$ cat src/rtl/mem_bus_arbiter_pkg.sv
`default_nettype none
// ---------------------------------------------------------------------------
// mem_bus_arbiter_pkg : bus request/response types shared by the arbiter
// Rev 1.0 : initial release
// ---------------------------------------------------------------------------
package mem_bus_arbiter_pkg;

  typedef enum logic [2:0] {
    MSIZE1 = 3'd0,
    MSIZE2 = 3'd1,
    MSIZE4 = 3'd2,
    MSIZE8 = 3'd3
  } msize_t;

  typedef logic [7:0] strobe_t;

  typedef struct packed {
    logic        valid;
    logic [63:0] addr;
  } ibus_req_t;

  typedef struct packed {
    logic        valid;
    logic        write;
    logic [63:0] addr;
    msize_t      size;
    strobe_t     strobe;
    logic [63:0] wdata;
  } dbus_req_t;

  typedef struct packed {
    logic        valid;
    logic        write;
    logic [63:0] addr;
    msize_t      size;
    strobe_t     strobe;
    logic [63:0] wdata;
  } cbus_req_t;

  typedef struct packed {
    logic        ok;
    logic [63:0] data;
  } cbus_resp_t;

  typedef enum logic [1:0] {
    IDLE  = 2'd0,
    IBUSY = 2'd1,
    DBUSY = 2'd2
  } arb_state_t;

  // Instructions are 32 bits on a 64-bit bus; address bit 2 picks the half.
  function automatic logic [31:0] fetch_word(input logic hi, input logic [63:0] data);
    return hi ? data[63:32] : data[31:0];
  endfunction

endpackage
`default_nettype wire

$ cat src/rtl/mem_bus_arbiter.sv
`default_nettype none
// ---------------------------------------------------------------------------
// mem_bus_arbiter : shares the core bus between fetch and data, data first
// Rev 1.0 : initial release
// ---------------------------------------------------------------------------
module mem_bus_arbiter
  import mem_bus_arbiter_pkg::*;
#(
  parameter int STARVE_LIMIT = 4
) (
  input  logic        clk,
  input  logic        resetn,
  input  logic        ireq_valid,
  input  logic [63:0] ireq_addr,
  output logic        iresp_ok,
  output logic [31:0] iresp_data,
  input  logic        dreq_valid,
  input  logic        dreq_write,
  input  logic [63:0] dreq_addr,
  input  logic [2:0]  dreq_size,
  input  logic [7:0]  dreq_strobe,
  input  logic [63:0] dreq_wdata,
  output logic        dresp_ok,
  output logic [63:0] dresp_data,
  output logic        creq_valid,
  output logic        creq_write,
  output logic [63:0] creq_addr,
  output logic [2:0]  creq_size,
  output logic [7:0]  creq_strobe,
  output logic [63:0] creq_wdata,
  input  logic        cresp_ok,
  input  logic [63:0] cresp_data
);

  localparam int            CW       = $clog2(STARVE_LIMIT + 1);
  localparam logic [CW-1:0] LIMIT_C  = CW'(STARVE_LIMIT);
  localparam logic [1:0]    ST_IDLE  = 2'(IDLE);
  localparam logic [1:0]    ST_IBUSY = 2'(IBUSY);
  localparam logic [1:0]    ST_DBUSY = 2'(DBUSY);

  ibus_req_t     ireq;
  dbus_req_t     dreq;
  cbus_resp_t    cresp;
  logic [1:0]    state_q, state_d;
  cbus_req_t     req_q, req_d;
  logic [CW-1:0] starve_cnt_q, starve_cnt_d;
  logic          starved;

  assign ireq  = '{valid: ireq_valid, addr: ireq_addr};
  assign dreq  = '{valid: dreq_valid, write: dreq_write, addr: dreq_addr,
                   size: msize_t'(dreq_size), strobe: dreq_strobe, wdata: dreq_wdata};
  assign cresp = '{ok: cresp_ok, data: cresp_data};

  assign starved = ireq.valid && (starve_cnt_q == LIMIT_C);

  always_comb begin
    state_d      = state_q;
    req_d        = req_q;
    starve_cnt_d = starve_cnt_q;
    case (state_q)
      ST_IDLE: begin
        if (dreq.valid && !starved) begin
          req_d   = '{valid: 1'b1, write: dreq.write, addr: dreq.addr,
                      size: dreq.size, strobe: dreq.strobe, wdata: dreq.wdata};
          state_d = ST_DBUSY;
          // Only data grants that actually make a fetch wait count toward starvation.
          if (!ireq.valid)
            starve_cnt_d = '0;
          else if (starve_cnt_q != LIMIT_C)
            starve_cnt_d = starve_cnt_q + CW'(1);
        end else if (ireq.valid) begin
          req_d        = '{valid: 1'b1, write: 1'b0, addr: ireq.addr,
                           size: MSIZE4, strobe: '0, wdata: '0};
          state_d      = ST_IBUSY;
          starve_cnt_d = '0;
        end
      end
      ST_IBUSY, ST_DBUSY: begin
        if (cresp.ok) begin
          req_d.valid = 1'b0;
          state_d     = ST_IDLE;
        end
      end
      default: begin
        req_d.valid = 1'b0;
        state_d     = ST_IDLE;
      end
    endcase
  end

  always_ff @(posedge clk) begin
    if (!resetn) begin
      state_q      <= ST_IDLE;
      req_q        <= '0;
      starve_cnt_q <= '0;
    end else begin
      state_q      <= state_d;
      req_q        <= req_d;
      starve_cnt_q <= starve_cnt_d;
    end
  end

  assign creq_valid  = req_q.valid;
  assign creq_write  = req_q.write;
  assign creq_addr   = req_q.addr;
  assign creq_size   = req_q.size;
  assign creq_strobe = req_q.strobe;
  assign creq_wdata  = req_q.wdata;

  assign iresp_ok   = (state_q == ST_IBUSY) && cresp.ok;
  assign dresp_ok   = (state_q == ST_DBUSY) && cresp.ok;
  assign iresp_data = iresp_ok ? fetch_word(req_q.addr[2], cresp.data) : '0;
  assign dresp_data = dresp_ok ? cresp.data : '0;

endmodule
`default_nettype wire

$ cat config.mk
export PLATFORM = sky130hd
export DESIGN_NAME = mem_bus_arbiter
export DESIGN_NICKNAME = d
export VERILOG_FILES = /design/src/rtl/mem_bus_arbiter_pkg.sv /design/src/rtl/mem_bus_arbiter.sv
export SDC_FILE = /design/constraint.sdc
export NUM_CORES = 1
export LEC_CHECK = 0
export CORE_AREA = 4 4 197 199
export CTS_CLUSTER_DIAMETER = 100
export DETAILED_ROUTE_END_ITERATION = 7
export DIE_AREA = 0 0 201 203
export PLACE_DENSITY = 0.49
export SLEW_MARGIN = 20
export SYNTH_ARGS = -nofsm -noshare
export SYNTH_HDL_FRONTEND = slang
export SYNTH_SLANG_ARGS = --single-unit
$ cat constraint.sdc
create_clock -name clk -period 2.25 [get_ports clk]
set_clock_uncertainty 0.15 [all_clocks]
set_input_delay 0.675 -clock clk [delete_from_list [all_inputs] [get_ports clk]]
set_output_delay 0.675 -clock clk [all_outputs]
set_load 0.01 [all_outputs]
==> Word level (Yosys, flattened, before mapping) <==
Cells that the tools add are included.
{ "totals": {"inputBits": 273, "elab_cells": 42, "output_inout_bits": 239, "register_bits": 146} }
{ "classes": {"reduce_logical": 11, "n_addsub": 1, "mux": 15, "n_eq_ne": 7} }
{ "ops": {"columns": ["operator", "count"], "rows": [
  ["$mux W141", 2],
  ["$mux W32", 2],
  ["$mux W64", 1],
  ["$mux W3", 4],
  ["$mux W2", 3],
  ["$ne A3 B3 Y1 const B", 2],
  ["$logic_and A1 B1 Y1", 4],
  ["$pmux W2 S2", 1],
  ["$reduce_and A2 Y1", 2],
  ["$add A3 B1 Y3 const B", 1],
  ["$eq A3 B3 Y1 const B", 1],
  ["$ne A3 B2 Y1 const B", 1],
  ["$reduce_and A3 Y1", 1],
  ["$eq A2 B1 Y1 const B", 1],
  ["$eq A2 B2 Y1 const B", 1],
  ["$logic_not A2 Y1", 1],
  ["$ne A2 B2 Y1 const B", 1],
  ["$pmux W1 S2", 1],
  ["$reduce_bool A2 Y1", 1],
  ["$reduce_or A2 Y1", 1],
  ["$logic_not A1 Y1", 1],
  ["$mux W1", 1]
]} }

==> Longest topological paths before layout <==
{ "logic_depth": {"ltp_word": 6, "ltp_mapped": 8, "mapped_depth_nobuf": 5} }

==> Worst setup path before layout <==
OpenSTA, ideal clock, no wires.
{ "synth_timing": {"path_type": "input port to output port", "start": "input cresp_ok", "end": "output dresp_data[10]", "path_slack_ns": 0.118, "n_path_buf": 2, "t_arrival_ns": 1.307, "path_stages": 3, "path_cell_list": "clkbuf_1 clkbuf_1 and3_1"} }
{ "synth_via": {"elab_chain_len": 2} }
{ "synth_lines": {"columns": ["element", "line", "text"], "rows": [
  ["start: declaration", "mem_bus_arbiter.sv:31", "input logic cresp_ok,"],
  ["$logic_and A1 B1 Y1", "mem_bus_arbiter.sv:111", "assign dresp_ok = (state_q == ST_DBUSY) && cresp.ok;"],
  ["$mux W64", "mem_bus_arbiter.sv:113", "assign dresp_data = dresp_ok ? cresp.data : '0;"],
  ["end: declaration", "mem_bus_arbiter.sv:24", "output logic [63:0] dresp_data,"]
]} }
Every way passes these cells.

==> Worst setup path in the final report <==
{ "layout_timing": {"start": "input cresp_data[25]", "end": "output iresp_data[25]"} }
{ "layout_via": {"elab_chain_len": 2} }
{ "layout_lines": {"columns": ["element", "line", "text"], "rows": [
  ["start: declaration", "mem_bus_arbiter.sv:32", "input logic [63:0] cresp_data"],
  ["$mux W32", "mem_bus_arbiter_pkg.sv:53", "return hi ? data[63:32] : data[31:0];"],
  ["$mux W32", "mem_bus_arbiter.sv:112", "assign iresp_data = iresp_ok ? fetch_word(req_q.addr[2], cresp.data) : '0;"],
  ["end: declaration", "mem_bus_arbiter.sv:16", "output logic [31:0] iresp_data,"]
]} }
Every way passes these cells.

==> out/metrics.yaml <==
fmax_mhz: 407.9
synth_nets: 1191
seq_area_frac_synth_pct: 40.16
slew_viol_final: 0
yosysWarnings: 0
cp_cell_sequence: "clkdlybuf4s50_1 > mux2i_2 > nor2_4 > buf_6"
tightest_slew_ns: 0.5005
clk_pin_slew_ns: 0.06
crit_path_max_incr_delay_ns: 0.46
die_x_um: 201
status: "finished, violations left"
hold_ws_ns: 0.3005
totalPowerFinal_mw: 9.104
fin_setup_tns_ns: -14.25
p_sw_mw: 2.752
post-route-period-util_pct: 109.0
grt_first_pass_wirelength_um: 58570
first_pass_iters: 6
critPathCaptureType: "primary output"
antenna_found_initial: 1
path_buf_inv: 2
drcViolationCount: 0
p_per_area_nw_per_um2: 595.3
critical_path.top_delay_family: "buffers and inverters"
path_class: "in -> out"
grt_pass1_vias: 9192
violations: "negative setup slack"
cp_max_fo: 2
nNetsFinal: 1695
cts-htree-levels: 4
cts-root-buf: "clkbuf_16"
num_vias: 9147
core-area_um2: 37220
cts_sinks: 146
drive_above_1_share_pct: 24.55
power_leakage_nw: 5.754
ir_drop_uv: 505.5
clkPwrFrac_pct: 32.7
area_delta_synth_final_pct: 110.1
relSlewSlack_pct: 66.63
swShare_pct: 30.23
route.detailed.wl_per_inst_um: 21.23
rsz0062_at_grt: "yes"
combPwrFrac_pct: 34.5
avgSynthCellArea_um2: 7.972
final-setup-viol-count: 98
crit_slowest_cell: "clkdlybuf4s50_1"
max_cap_violations: 0
hold_class: "reg -> reg"
routabilityCongestion: 0.9128
clk_path_buf_depth: 2
drt_wl_total_um: 40440
grt_max_degree: 78
fin_crit_ns: 2.452
overflow: 0
hold_viol: 0
setup_ws_ns: -0.2017
fillers: 3699
viasPerCell: 4.802
netlist_instances: 913
synth-seq-cells: 146
rows: 71
arrival_ns: 1.63
cts_buffers: 17
io_buffers: 511
dieArea_um2: 40800
required_ns: 1.42
io_pins: 512
die_y_um: 203
grt_usage_pct: 18.42
drtIter0Drc: 562
clock_latency_ns: 0.43
ys_types: 33
start_util_pct: 19.55
seq_area_um2: 2932
dp_hpwl_um: 27740
holdBufCountCts: 0
multi_input_area_um2: 4713
startpoint_type: "input port"
synth_area_um2: 7278
seqPwrFrac_pct: 32.8
antenna_left: 0
p_int_mw: 6.352
cts_tree: "yes"
## flip-flops by register name, indices dropped and copies added, names as in the netlist
signal,cells
creq_strobe,8
creq_wdata,64
creq_write,1
creq_size,3
creq_valid,1
state_q,2
starve_cnt_q,3
creq_addr,64
## timing repair
action                     4_1_cts  5_1_grt
setup endpoints to repair      105      106
gates cloned                     8        4
hold endpoints to repair         0        0
setup buffers                    8        3
pin swaps                       28       21
resized for setup              584      146
## tightest hold or removal path, stage by stage, from the launching register on
cell	delay (ns)
dfxtp_1	0.31
nand2_1	0.05
a21boi_1	0.05
## cell families (layout without fill, tap and decap cells)
| logic type | count (synthesis) | count (layout) | share of synthesized area, % |
|---|---|---|---|
| buffers and inverters | 120 | 637 | 7.598 |
| flip-flops | 146 | 146 | 40.16 |
| adder cells (fa/ha/maj) | 5 | 5 | 0.8595 |
| AND/OR/NAND/NOR | 264 | 264 | 18.93 |
| other | 0 | 1 | 0 |
| multiplexers | 32 | 32 | 4.401 |
| AO/OA/AOI/OAI | 346 | 346 | 28.06 |
## cell usage after synthesis (all sizes together)
| cell | instances | area share, % |
|---|---|---|
| a21boi | 80 | 8.3 |
| a21oi | 65 | 4.5 |
| a31oi | 64 | 5.5 |
| a32oi | 1 | 0.12 |
| and2 | 1 | 0.086 |
| and3 | 66 | 5.7 |
| and3b | 1 | 0.12 |
| buf | 46 | 3.8 |
| clkbuf | 68 | 3.5 |
| dfxtp | 146 | 40 |
| ha | 5 | 0.86 |
| inv | 6 | 0.31 |
| mux2i | 32 | 4.4 |
| nand2 | 80 | 4.1 |
| nand2b | 1 | 0.086 |
| nand3 | 2 | 0.14 |
| nand4 | 76 | 6.5 |
| nor2 | 32 | 1.7 |
| nor2b | 2 | 0.17 |
| nor3 | 1 | 0.069 |
| nor3b | 2 | 0.21 |
| o211ai | 2 | 0.21 |
| o21a | 1 | 0.21 |
| o21ai | 133 | 9.3 |
## placed cells by master (no fill, tap or decap), drive strengths merged, types with 64 or more instances in the layout
master	n
o21ai	133
and3	66
nand4	76
a21boi	80
nand2	80
a31oi	64
a21oi	65
buf	185
dfxtp	146
clkdlybuf4s50	384
## power by group through the flow
| stage | sequential (mW) | clock (mW) | combinational, mW |
|---|---|---|---|
| CTS | 2.99 | 3.10 | 2.94 |
| floorplan | 3.14 | 0 | 0.912 |
| detailed placement | 3.04 | 0 | 2.70 |
| finish | 2.99 | 2.98 | 3.14 |
| global placement | 3.03 | 0 | 2.70 |
| global route | 3.02 | 3.20 | 3.35 |
## stage by stage
| step | std cells | area [µm²] | setup WS, ns | util, % |
|---|---|---|---|---|
| 3_3_place_gp | 1851 | 13310 | -0.8264 | 35.75 |
| 2_1_floorplan | 913 | 7278 | 0.1183 | - |
| 5_1_grt | 1905 | 15290 | -0.2685 | 41.09 |
| 4_1_cts | 1899 | 14510 | -0.2316 | 38.99 |
| 3_5_place_dp | 1851 | 13310 | -0.8235 | 35.75 |
| 6_report | 1905 | 15290 | -0.2017 | 41.09 |
## final timing paths
kind | from | to | slack (ns) | depth (start not counted)
worst max-delay path | cresp_data[25] | iresp_data[25] | -0.20 | 4
worst min-delay path | creq_size[0]$_SDFFE_PN0P_ | creq_size[0]$_SDFFE_PN0P_ | 0.30 | 2
worst max register to register | state_q[1]$_SDFFE_PN0P_ | creq_wdata[0]$_SDFFE_PN0P_ | 0.36 | 6
worst min register to register | creq_size[0]$_SDFFE_PN0P_ | creq_size[0]$_SDFFE_PN0P_ | 0.30 | 2
## metal layers
| metal | global-route usage, % | wire [µm] | up-vias |
|---|---|---|---|
| li1 | - | - | 4357 |
| met1 | 23.33 | 16910 | 4355 |
| met2 | 29.79 | 19320 | 369 |
| met3 | 6.101 | 3165 | 66 |
| met4 | 5.801 | 1042 | 0 |
| met5 | 0 | 0 | - |
## area by class of cell
| cell class | instances | share of cell area, % |
|---|---|---|
| clock inverter | 12 | 1.039 |
| tap | 474 | 3.878 |
| clock buffer | 20 | 2.921 |
| multi-input combinational | 647 | 30.82 |
| antenna | 1 | 0.01636 |
| sequential | 146 | 19.17 |
| timing repair buffer | 599 | 41.98 |
| inverter | 6 | 0.1800 |
(Power assumes the default switching activity.)
